==> src/rtl/fetch_pc_unit.sv <==
// Instruction-fetch stage: owns the PC, issues word requests to imem
// and hands one instruction plus its PC to decode.
//
// Ports:
//   clk_in, rst_in      clock, synchronous active-high reset
//   branch_taken_in     branch redirect request
//   branch_target_in    branch redirect address
//   trap_in             trap redirect request (wins over branch)
//   trap_target_in      trap vector address
//   stall_in            decode cannot accept instr_out this cycle
//   imem_ready_in       imem returns data for the current request
//   imem_rdata_in       instruction word from imem
//   imem_req_out        fetch request
//   imem_addr_out       fetch address (internal fetch PC)
//   pc_out, instr_out   PC and word of the instruction held for decode
//   instr_valid_out     pc_out/instr_out are valid
//   flush_out           one-cycle pulse after every redirect
//   misaligned_out      last redirect target was not word-aligned
module fetch_pc_unit #(
   parameter logic [31:0] RESET_PC = 32'h0000_0000
) (
   input  logic        clk_in,
   input  logic        rst_in,
   input  logic        branch_taken_in,
   input  logic [31:0] branch_target_in,
   input  logic        trap_in,
   input  logic [31:0] trap_target_in,
   input  logic        stall_in,
   input  logic        imem_ready_in,
   input  logic [31:0] imem_rdata_in,
   output logic        imem_req_out,
   output logic [31:0] imem_addr_out,
   output logic [31:0] pc_out,
   output logic [31:0] instr_out,
   output logic        instr_valid_out,
   output logic        flush_out,
   output logic        misaligned_out
);

   localparam logic [31:0] NOP = 32'h0000_0013;

   typedef enum logic [1:0] {
      IDLE,
      FETCH,
      ERR
   } state_t;

   state_t      state;
   state_t      state_nxt;
   logic [31:0] fetch_pc;
   logic        redirect;
   logic [31:0] target;
   logic        target_mis;
   logic        capture;

   assign redirect   = trap_in | branch_taken_in;
   assign target     = trap_in ? trap_target_in
                               : branch_target_in;
   assign target_mis = |target[1:0];

   // Request only when the output slot is empty or drains this cycle.
   assign imem_req_out  = (state == FETCH) &
                          (!instr_valid_out | !stall_in);
   assign imem_addr_out = fetch_pc;

   // A redirect in the same cycle discards any returned data.
   assign capture = imem_req_out & imem_ready_in & !redirect;

   always_comb begin
      state_nxt = state;
      unique case (state)
         IDLE:    state_nxt = FETCH;
         FETCH:   state_nxt = FETCH;
         ERR:     state_nxt = ERR;
         default: state_nxt = IDLE;
      endcase
      if (redirect) begin
         state_nxt = target_mis ? ERR : FETCH;
      end
   end

   always_ff @(posedge clk_in) begin
      if (rst_in) begin
         state           <= IDLE;
         fetch_pc        <= RESET_PC;
         pc_out          <= RESET_PC;
         instr_out       <= NOP;
         instr_valid_out <= 1'b0;
         flush_out       <= 1'b0;
         misaligned_out  <= 1'b0;
      end else begin
         state     <= state_nxt;
         flush_out <= redirect;
         if (redirect) begin
            fetch_pc        <= target;
            instr_valid_out <= 1'b0;
            misaligned_out  <= target_mis;
         end else if (capture) begin
            instr_out       <= imem_rdata_in;
            pc_out          <= fetch_pc;
            instr_valid_out <= 1'b1;
            fetch_pc        <= fetch_pc + 32'd4;
         end else if (instr_valid_out & !stall_in) begin
            instr_valid_out <= 1'b0;
         end
      end
   end

endmodule

==> config.mk <==
export PLATFORM = sky130hd
export DESIGN_NAME = fetch_pc_unit
export DESIGN_NICKNAME = d
export VERILOG_FILES = /design/src/rtl/fetch_pc_unit.sv
export SDC_FILE = /design/constraint.sdc
export NUM_CORES = 1
export LEC_CHECK = 0
export CORE_UTILIZATION = 40
export CTS_BUF_LIST = sky130_fd_sc_hd__clkbuf_8
export DETAILED_ROUTE_END_ITERATION = 10
export PLACE_DENSITY = 0.84
export SLEW_MARGIN = 25
export SYNTH_ARGS = -nofsm -noshare
export SYNTH_HDL_FRONTEND = slang
export SYNTH_SLANG_ARGS = --single-unit
==> constraint.sdc <==
create_clock -name clk_in -period 1.58 [get_ports clk_in]
set_input_delay 0.316 -clock clk_in [delete_from_list [all_inputs] [get_ports clk_in]]
set_output_delay 0.316 -clock clk_in [all_outputs]
set_load 0.1 [all_outputs]
Yosys cells after proc, flatten, opt, wreduce, memory -nomap -nowiden:

Cells that the tools add are included.

* add/subtract/negate cells: 1
* equality and inequality tests: 2
* multiplexer cells: 8
* bitwise gates (word level): 7
* reductions and logical operators: 10

Operators by type and width (count)
* 2-to-1 mux 32 bit: 3
* adder 32 x 3 -> 32 bit, second input constant: 1
* OR reduction 2 bit: 3
* AND 1 bit: 4
* 2-to-1 mux 2 bit: 2
* case mux 2 bit (2 select lines): 1
* nonzero test 2 bit: 2
* logical NOT 1 bit: 3
* == test 2 x 1 -> 1 bit, second input constant: 1
* == test 2 bit, second input constant: 1
* logical NOT 2 bit: 1
* 2-to-1 mux 1 bit: 2
* bitwise OR 1 bit: 2
* AND reduction 2 bit: 1
* inverter 1 bit: 1

* flip-flop bits (word level): 101
* input bits: 102
* output and inout bits: 100
* word-level logic and storage cells: 35

Depth between registers and ports, before layout:

Gate-level depths: netlist of the first run.

* depth in word-level cells: 7
* mapped depth: 7
* gate-level depth less buffers: 6

Worst setup path after synthesis of the first run:

Ideal clock, no wire load.

* path kind: register to register
* start: register fetch_pc[2], in the netlist imem_addr_out[2]
* end: register fetch_pc[14], in the netlist imem_addr_out[14]
* setup time: 0.079 ns
* data arrival time: 2.438 ns
* data required time: 1.501 ns
* setup slack: -0.937 ns
* stages on the path, launching flop included: 7
* buffers on the path: 0
* period minus slack after synthesis: 2.517 ns
* cell sequence: dfxtp_1 > ha_1 > nand4_1 > nor3_2 > nand3_1 > or4_1 > o211ai_1

* word-level cells in the longest chain between the ends: 3

Ends and longest elaborated chain
* start: declaration: line 50 `logic [31:0] fetch_pc;`
* start signal: assignment: line 95 `fetch_pc <= target;`
* start signal: assignment: line 102 `fetch_pc <= fetch_pc + 32'd4;`
* adder 32 x 3 -> 32 bit: line 102
* 2-to-1 mux 32 bit: line 98 `end else if (capture) begin`
* 2-to-1 mux 32 bit: line 94 `if (redirect) begin`

No other way between the ends. The select of a mux whose other input is x is not followed.
A chain may end at the register's enable or synchronous reset.

Worst setup path after layout of the first run:

* start: input branch_target_in[30]
* end: register fetch_pc[30], in the netlist imem_addr_out[30]

* word-level cells in the longest chain between the ends: 2

Ends and longest elaborated chain
* start: declaration: line 25 `input logic [31:0] branch_target_in,`
* 2-to-1 mux 32 bit: line 57 `assign target = trap_in ? trap_target_in`
* 2-to-1 mux 32 bit: line 94

No other way between the ends.

==> out/summary.txt, run 1 <==
CP Launch Type - input port
Reg-to-Reg Start - state[1]
Worst-Margin Slew - 0.6065 ns
Starting DRT DRC Count - 532
most frequent cells in the layout - 120 x nand2_1, 110 x buf_12, 98 x clkdlybuf4s50_1
die area - 12510 sq um
# DRC - 11
setup TNS - -6.946 ns
critical path class - in -> reg
Avg Inst Size Synth - 7.650 sq um
core footprint - 11560 sq um
Peak Freq - 556.5 MHz
Hold Buf Count CTS - 0
CTS Buffer Depth - 2
nature of the critical path endpoint - register
synthesized area - 4827 sq um
hold endpoint - imem_addr_out[13]
initial antenna violation count - 1
asr flop ratio synth - 0%
CTS tree - done
Initial Utilization - 41.74%
Final Worst Setup Slack - -0.2168 ns
Hold Violations, Final - 0
Critical Path AT - 2.04 ns
share of layout cells above drive strength 1 - 42.31%
final wirelength - 23330 um
Worst Hold Launch - rst_in
Nets - 1008
RSZ-0062 raised after global routing - true
Max FO, Critical Path - 3
Max Cap Viol - 0
Power per Cell Area - 645.8 nW/um^2
crit-path leading delay family - simple AND/OR/NAND/NOR gates
Sequential cell area - 2130 sq um
Pleak - 0.003724 uW
post-route ant nets - 0
Synth cell types - 67
vias in the first global route - 6291
Worst path slowest cell - or3b_2
ys flop type - dfxtp_1
synthesized net count - 734
minimum clock period - 1.797 ns
via density per instance - 6.037
Clock transition at path regs - 0.10 ns
Clk Latency, worst-skew pair - 0.39 ns
synthesized instance count - 631
Worst Hold Depth - 3
skew final - 0.01149 ns
port buffer count - 201
final design utilization - 84.15%
Required @ worst endpoint - 1.82 ns
final setup fails - 69
die width - 111.9 um
Reg-to-Reg End - instr_out[11]
failing checks - design-rule violations, negative setup slack
critical path, cell by cell - clkdlybuf4s50_1 > or3b_2 > o21ai_0 > o21bai_1 > mux2i_1 > nor4_1
Pre-antenna DRT Iters - 11
Synth Register Bits - 101
CP bufs+invs - 1
Filler cells - 577
Seq/Total Area, Yosys - 41.89%
Max Slew Vio Count - 0
Tcrit/Tclk final - 113.7%
status - finished, violations left
# IOs - 202
Peak VDD IR - 0.5295 mV
Die Y - 111.9 um
CTS buffer count - 9
H-tree depth - 3
RePlAce Congestion - 0.9321
first-pass GRT wire length - 32220 um
Clock Sinks - 101
Ys Warns - 0
Min-Delay Path Class - in -> reg
Area growth syn-to-layout - 101.6%
Post-synth EDFFs - 0
Clk Tree Root Cell - clkbuf_8
GRT Overall Usage - 32.70%
worst reg2reg setup slack - -0.20 ns
R2R cell count - 8
largest net degree at the start of global routing - 31
GRT Residual Overflow - 0
multi-input logic area - 3110 sq um
Placement Rows - 39
commonest non-fill, non-tap cell in the layout - nand2_1
Worst slew margin - 59.14%
average wire per standard cell - 22.14 um
via count - 6363
post-layout total power - 6285 uW
DP HPWL - 14520 um
crit-path max cell delay - 0.50 ns
-- registers in the layout, summed over array words and instances (netlist names) --
signal and count:
instr_out 32, state 2, flush_out 1, pc_out 32, imem_addr_out 32, instr_valid_out 1
misaligned_out 1
-- Yosys cell counts (4+ instances only) --
library cell,number,area share [%]
nand2_1,164,13
dfxtp_1,101,42
and2_1,5,0.65
xnor2_1,4,0.73
o211ai_1,5,0.78
clkbuf_8,4,1.1
o22ai_1,5,0.65
a31oi_1,5,0.65
and4_1,4,0.73
nor4_1,4,0.52
clkbuf_1,27,2.1
buf_2,11,1.1
or4_1,4,0.62
a21oi_1,97,10
mux2i_1,6,1.2
inv_1,12,0.93
a31o_2,4,0.73
nand3_1,24,2.5
and3_1,10,1.3
nor3_1,9,0.93
o21ai_0,24,2.5
nand4_1,14,1.8
nor2_1,21,1.6
-- layout make-up --
class	count	area share, %
sequential	101	21.88
inverter	12	0.4628
clock buffer	9	1.273
antenna	1	0.02571
multi-input combinational	470	31.96
tap	143	1.839
timing repair buffer	311	42.03
clock inverter	7	0.5271
-- where the power goes --
| part | total [uW] | internal [uW] | switching (uW) | leakage (uW) |
|---|---|---|---|---|
| sequential | 2730 | 2610 | 117 | 0.000841 |
| clock | 1610 | 588 | 1020 | 0.0000986 |
| combinational | 1940 | 830 | 1110 | 0.00278 |
-- worst reg2reg max path, stage by stage (launching register included) --
cell and delay (ns):
dfxtp_2 0.34, and2b_2 0.23, buf_6 0.12, buf_6 0.10, nand4_1 0.22, buf_6 0.19
buf_4 0.20, nand2_1 0.10, a21oi_1 0.21
-- worst max path at each step --
stage                         startpoint                end  slack, ns  cells past startpoint
floorplan               imem_addr_out[2]  imem_addr_out[14]      -0.29                      6
global route        branch_target_in[30]  imem_addr_out[30]      -0.39                      6
CTS                             state[1]       imem_req_out      -0.12                      4
global placement         branch_taken_in      instr_out[21]      -0.43                      6
detailed placement       branch_taken_in         pc_out[28]      -0.53                      6
finish              branch_target_in[30]  imem_addr_out[30]      -0.22                      6
-- cell families after synthesis --
logic type | share of synthesized area (%)
xor gates and xnor gates | 1.089
buffers and inverters | 6.272
adders and majority gates | 0.2592
and+or+nand+nor | 28.38
DFF | 41.89
AOI/OAI and AO/OA | 20.87
muxes | 1.244
-- routing by layer --
layer,vias up,GRT usage [%],part of all wire (%)
li1,2758,-,-
met4,0,16.85,6.1
met3,142,6.260,8.6
met5,-,0,0
met2,449,61.12,52
met1,3014,34.69,33
-- stage by stage --
step                      setup WS, ns  cells  hold slack [ns]  instance area, sq um
after global routing           -0.3885   1054           0.3294                  9732
after global placement         -0.4261   1013           0.4797                  8626
after detailed placement       -0.5298   1013           0.4859                  8626
after CTS                      -0.1210   1038           0.2873                  9072
final                          -0.2168   1054           0.3170                  9732
after floorplan                -0.2891    631           0.4400                  5022
-- timing repair --
item                                    in CTS  in global routing
pin swaps                                   10                 61
resized for setup                           48                135
cloned                                       4                  3
endpoints found under the setup margin      81                 91
setup buffers                                5                 16
Power figures use the tool's default switching activity.
==> run 2, diff against run 1 <==
--- a/config.mk
+++ b/config.mk
@@ -8,6 +8,7 @@
 export CORE_UTILIZATION = 40
 export CTS_BUF_LIST = sky130_fd_sc_hd__clkbuf_8
 export DETAILED_ROUTE_END_ITERATION = 10
+export MAX_ROUTING_LAYER = met4
 export PLACE_DENSITY = 0.84
 export SLEW_MARGIN = 25
 export SYNTH_ARGS = -nofsm -noshare
==> run 2 against run 1 <==
  * The run still ends with design-rule violations, negative setup slack left
  * Clock-buffer cell count did not move
  * Clock skew rose by 0.0028 ns
  * Via count shrank 5.9%
  * Final area decreased by 5.6%
  * Power barely moved
  * Maximum frequency is 0.33% lower
  * Hold slack improved by 0.051 ns
==> out/summary.txt, run 2 (synthesis gave the netlist of run 1 again) <==
status - finished, violations left
failing checks - design-rule violations, negative setup slack
CTS Buffer Depth - 2 (unchanged)
R2R cell count - 5 (-3)
die area - 12510 sq um (unchanged)
Peak Freq - 554.7 MHz (-0.33%)
DP Cell Count - 1010 (-0.30%)
nature of the critical path endpoint - register
Power per Cell Area - 684.7 nW/um^2 (+6.0%)
Clk Tree Root Cell - clkbuf_8
CTS tree - done
most frequent cells in the layout - 160 x nand2_1, 105 x buf_12, 97 x clkdlybuf4s50_1
Placement Rows - 39 (unchanged)
initial antenna violation count - 2 (+1)
Initial Utilization - 41.74% (unchanged)
met2 wire length - 10320 um (-15%)
port buffer count - 201 (unchanged)
CP Launch Type - register
final setup fails - 13 (-81%)
Critical Path AT - 2.12 ns (+0.08 ns)
core footprint - 11560 sq um (unchanged)
Tcrit/Tclk final - 114.1% (+0.38 points)
Clk Latency, worst-skew pair - 0.39 ns (about the same)
GRT Overall Usage - 31.92% (-0.77 points)
# IOs - 202 (unchanged)
Clock Sinks - 101 (unchanged)
CTS buffer count - 9 (unchanged)
minimum clock period - 1.803 ns (+0.006019 ns)
Pleak - 0.003592 uW (-3.5%)
first-pass GRT wire length - 30510 um (-5.3%)
met1 WL - 7617 um (-1.4%)
Final Worst Setup Slack - -0.2229 ns (-0.006019 ns)
# DRC - 11 (unchanged)
commonest non-fill, non-tap cell in the layout - nand2_1
DP HPWL - 14500 um (-0.16%)
Peak VDD IR - 0.5704 mV (+7.7%)
H-tree depth - 3 (unchanged)
critical path class - reg -> reg
GRT Residual Overflow - 0 (unchanged)
Hold Violations, Final - 0 (unchanged)
Die Y - 111.9 um (unchanged)
Min-Delay Path Class - in -> reg
Required @ worst endpoint - 1.90 ns (+0.08 ns)
Worst-Margin Slew - 0.4439 ns (-0.1626 ns)
final wirelength - 20550 um (-12%)
RePlAce Congestion - 0.9477 (+1.7%)
top layer in use - met4
Worst Hold Depth - 3 (unchanged)
skew final - 0.01431 ns (+0.002818 ns)
post-route ant nets - 0 (unchanged)
Max Slew Vio Count - 0 (unchanged)
largest net degree at the start of global routing - 40 (+29%)
RSZ-0062 raised after global routing - true
Pre-antenna DRT Iters - 9 (-2)
via density per instance - 5.745 (-4.8%)
average wire per standard cell - 19.72 um (-11%)
vias in the first global route - 5990 (-4.8%)
Starting DRT DRC Count - 586 (+10%)
worst hold slack - 0.3682 ns (+0.05113 ns)
Clock transition at path regs - 0.11 ns (about the same)
share of layout cells above drive strength 1 - 33.56% (-8.8 points)
Area growth syn-to-layout - 90.25%
via count - 5986 (-5.9%)
Non-Filler Instances - 1042 (-1.1%)
Worst slew margin - 70.09% (+11 points)
WL met3 - 1528 um (-24%)
die width - 111.9 um (unchanged)
Max FO, Critical Path - 3 (unchanged)
Nets - 995 (-1.3%)
Max Cap Viol - 0 (unchanged)
==> run 2: per-stage QoR <==
stage                     util (%)  power, uW  cell area, sq um  TNS (ns)  setup WS (ns)
final                        79.41       6288              9184   -0.8373        -0.2229
after detailed placement     74.50       4536              8616    -34.99        -0.4776
after CTS                    77.06       6217              8912   -0.2543        -0.1104
after floorplan                  -       3675              5022    -2.137        -0.2891
after global routing         79.41       6478              9184    -2.510        -0.2607
after global placement       74.50       4499              8616    -29.88        -0.4035
==> run 2: path summary, 6_finish.rpt <==
| path | start | endpoint | slack [ns] |
|---|---|---|---|
| worst max-delay path | imem_addr_out[7] | imem_addr_out[28] | -0.22 |
| worst min-delay path | rst_in | imem_addr_out[13] | 0.37 |
| worst max register to register | imem_addr_out[7] | imem_addr_out[28] | -0.22 |
| worst min register to register | pc_out[11] | pc_out[11] | 0.50 |
==> run 2: worst max-delay path, cell delays in order (launching register included) <==
cell	delay [ns]
dfxtp_4	0.38
nand3_4	0.11
nor4_4	0.42
nand4_1	0.20
or4_1	0.48
nand3_1	0.16
==> run 2: repair_timing <==
action,4_1_cts,5_1_grt
buffers inserted,3,10
gates resized for setup,26,34
hold buffers,0,0
pin swaps,6,24
endpoints found under the setup margin,42,81
gates cloned,0,1
==> run 2: report_power, final <==
group	internal [uW]	total, uW	switching (uW)
Sequential	2610	2710	99.6
Clock	730	1700	973
Combinational	801	1870	1070
Total	4140	6290	2140
==> run 2: routing by layer <==
layer	vias to the layer above	track usage [%]
met4	0	16.49
met3	98	6.750
met5	-	-
li1	2729	-
met1	2817	35.18
met2	342	54.20
==> run 2: layout make-up <==
type / count / area, sq um
inverters: 12 / 45.04
fillers: 698 / 2381
clock buffers: 9 / 123.9
diodes: 2 / 5.005
repair buffers: 298 / 3852
clock inverters: 7 / 66.31
flip-flops and latches: 101 / 2130
multi-input cells: 470 / 2783
well taps: 143 / 178.9
==> run 3, diff against run 2 <==
--- a/config.mk
+++ b/config.mk
@@ -5,6 +5,8 @@
 export SDC_FILE = /design/constraint.sdc
 export NUM_CORES = 1
 export LEC_CHECK = 0
+export ABC_AREA = 1
+export CORE_ASPECT_RATIO = 0.75
 export CORE_UTILIZATION = 40
 export CTS_BUF_LIST = sky130_fd_sc_hd__clkbuf_8
 export DETAILED_ROUTE_END_ITERATION = 10
==> run 3 against run 2 <==
  * The flow finishes with violations (negative setup slack)
  * Hold slack better by 0.0086 ns
  * Critical path depth up 2
  * First-iteration DRC count down 15%
  * Combinational power up 15%
  * Utilization down 5.1 points
  * Register-to-register slack better by 0.25 ns
  * Power up 3.9%
  * Critical endpoint is now imem_addr_out[11]
==> out/summary.txt, run 3 <==
largest net degree at the start of global routing - 59 (+48%)
worst reg2reg setup slack - 0.03 ns (+0.25 ns)
critical path, cell by cell - clkdlybuf4s50_1 > inv_1 > nor2_2 > buf_4 > a22o_1 > nor2_1 > a21oi_1
Min-Delay Path Class - in -> reg
asr flop ratio synth - 0% (unchanged)
Initial Utilization - 41.01% (-0.72 points)
GRT Overall Usage - 27.67% (-4.3 points)
synthesized area - 4763 sq um (-1.3%)
Power per Cell Area - 757.1 nW/um^2 (+11%)
Synth top cells by count - 125 x nor2_1, 107 x nand2_1, 102 x o21ai_0
Nets - 1000 (+0.50%)
H-tree depth - 3 (unchanged)
failing checks - negative setup slack
Worst slew margin - 77.65% (+7.6 points)
Max FO, Critical Path - 6 (+3)
Max Cap Viol - 0 (unchanged)
post-route ant nets - 0 (unchanged)
skew final - 0.009536 ns (-0.004773 ns)
core footprint - 11610 sq um (+0.42%)
Synth Register Bits - 101 (unchanged)
R2R cell count - 7 (+2)
Max Slew Vio Count - 0 (unchanged)
GRT Residual Overflow - 0 (unchanged)
Peak VDD IR - 0.5077 mV (-11%)
final wirelength - 17170 um (-16%)
Die Y - 96.51 um (-14%)
vias in the first global route - 5117 (-15%)
Synth cell types - 29 (-57%)
Avg Inst Size Synth - 7.088 sq um (-7.3%)
Clk Tree Root Cell - clkbuf_8
initial antenna violation count - 0 (-2)
Area growth syn-to-layout - 81.22%
worst hold slack - 0.3768 ns (+0.008575 ns)
status - finished, violations left
diode count - 0 (-2)
share of layout cells above drive strength 1 - 25.17% (-8.4 points)
Post-synth EDFFs - 0 (unchanged)
via count - 5590 (-6.6%)
Placed Instance Area - 8204 sq um (-4.8%)
die width - 128.0 um (+14%)
critical path class - in -> reg
Sequential cell area - 2062 sq um (-3.2%)
final setup fails - 1 (-12)
RePlAce Congestion - 0.9983 (+5.3%)
post-synthesis mux area share - 0% (-1.2 points)
Pleak - 0.003477 uW (-3.2%)
count leader, synth - nor2_1
Ys Warns - 0 (unchanged)
RSZ-0062 raised after global routing - true
average wire per standard cell - 16.13 um (-18%)
minimum clock period - 1.626 ns (-0.1767 ns)
Worst-Margin Slew - 0.3352 ns (-0.1087 ns)
Tcrit/Tclk final - 102.9% (-11 points)
Pre-antenna DRT Iters - 5 (-4)
synthesized instance count - 672 (+6.5%)
Worst path slowest cell - clkdlybuf4s50_1
Synth area leaders - dfxtp_1 42%, o21ai_0 11%, nor2_1 9.9%, nand2_1 8.4%, a21oi_1 5.9%
Synth Area in Compound Gates - 23.01% (+2.1 points)
Seq/Total Area, Yosys - 42.45% (+0.56 points)
CTS Buffer Depth - 2 (unchanged)
nature of the critical path endpoint - register
Final Worst Setup Slack - -0.04614 ns (+0.1767 ns)
area leader, netlist - dfxtp_1
CTS tree - done
Clk Latency, worst-skew pair - 0.38 ns (about the same)
CTS buffer count - 9 (unchanged)
CP Launch Type - input port
first-pass GRT wire length - 25760 um (-16%)
# IOs - 202 (unchanged)
Required @ worst endpoint - 1.88 ns (-0.02 ns)
Clock transition at path regs - 0.11 ns (about the same)
post-layout total power - 6535 uW (+3.9%)
multi-input logic area - 2470 sq um (-11%)
die area - 12350 sq um (-1.3%)
Peak Freq - 615.0 MHz (+11%)
Synth top area share - 42.45% (+0.56 points)
via density per instance - 5.254 (-8.5%)
crit-path max cell delay - 0.63 ns (+0.15 ns)
largest family of logic cells by synthesized area - simple AND/OR/NAND/NOR gates
# DRC - 0 (-11)
Worst Hold Depth - 3 (unchanged)
port buffer count - 201 (unchanged)
Clock Sinks - 101 (unchanged)
Design Area, Final - 8632 sq um (-6.0%)
DP HPWL - 12570 um (-13%)
commonest non-fill, non-tap cell in the layout - nor2_1
Placement Rows - 34 (-13%)
synthesized net count - 775 (+5.6%)
most frequent cells in the layout - 117 x nor2_1, 107 x buf_12, 103 x nand2_1
Hold Buf Count CTS - 0 (unchanged)
Starting DRT DRC Count - 497 (-15%)
final design utilization - 74.33% (-5.1 points)
simple-gate portion of the synthesized area - 25.74% (-2.6 points)
Critical Path AT - 1.92 ns (-0.20 ns)
ys flop type - dfxtp_1
Post-Synth Adder-Cell Area - 0.2627% (+0.0035 points)
Filler cells - 817 (+17%)
Hold Violations, Final - 0 (unchanged)
XOR/XNOR Fraction of Synth Area - 0.5516% (-0.54 points)
[run 3: changes by cell type after synthesis, moves of 7 or more]
cell / delta
a21oi_1: -41
a22o_1: +22
a22oi_1: +7
and3_1: -10
clkbuf_1: -12
inv_1: +26
nand2_1: -57
nand3_1: +17
nand4_1: -14
nor2_1: +104
nor3_1: -9
o21ai_0: +78
[run 3: stage by stage]
stage / worst slack [ns] / cells / setup TNS (ns)
floorplan: -0.4483 / 672 / -34.71
global placement: -0.3178 / 1040 / -21.36
detailed placement: -0.4363 / 1040 / -27.01
CTS: 0.001455 / 1059 / 0
global route: -0.09902 / 1064 / -0.2736
finish: -0.04614 / 1064 / -0.04614
[run 3: logic make-up after synthesis]
group | Yosys count
simple gates | 292
compound gates | 196
flops | 101
buf+inv | 79
xor+xnor | 3
fa+ha+maj | 1
[run 3: what timing repair did]
item | in CTS | in global routing
setup buffers | 2 | 3
gates cloned | 1 | 2
gates resized for setup | 7 | 28
pin swaps | 2 | 7
setup endpoints to repair | 5 | 34
[run 3: area by class of cell]
class | instances | area share [%]
inverter | 41 | 1.899
multi-input combinational | 492 | 28.61
tap | 162 | 2.348
timing repair buffer | 252 | 41.15
clock inverter | 7 | 0.6668
clock buffer | 9 | 1.435
sequential | 101 | 23.89
[run 3: worst max-delay path, delay by kind of cell]
family	cells	cell delay [ns]
buf+inv	3	0.94
compound gates	2	0.39
simple gates	2	0.28
[run 3: report_power, final]
group          leakage [uW]  switching (uW)  internal [uW]
Combinational       0.00255            1280            876
Clock             0.0000946             974            596
Sequential         0.000833             151           2660
Total               0.00348            2400           4140
[run 3: per-layer routing]
layer	routed length, um	global-route usage (%)
met4	321	7.941
met5	0	-
met3	1683	7.489
met1	7410	35.75
met2	7752	42.57
[run 3: worst paths after layout]
check | startpoint | to
max | branch_taken_in | imem_addr_out[11]
min | stall_in | instr_valid_out
max reg2reg | imem_addr_out[2] | imem_addr_out[11]
min reg2reg | pc_out[10] | pc_out[10]
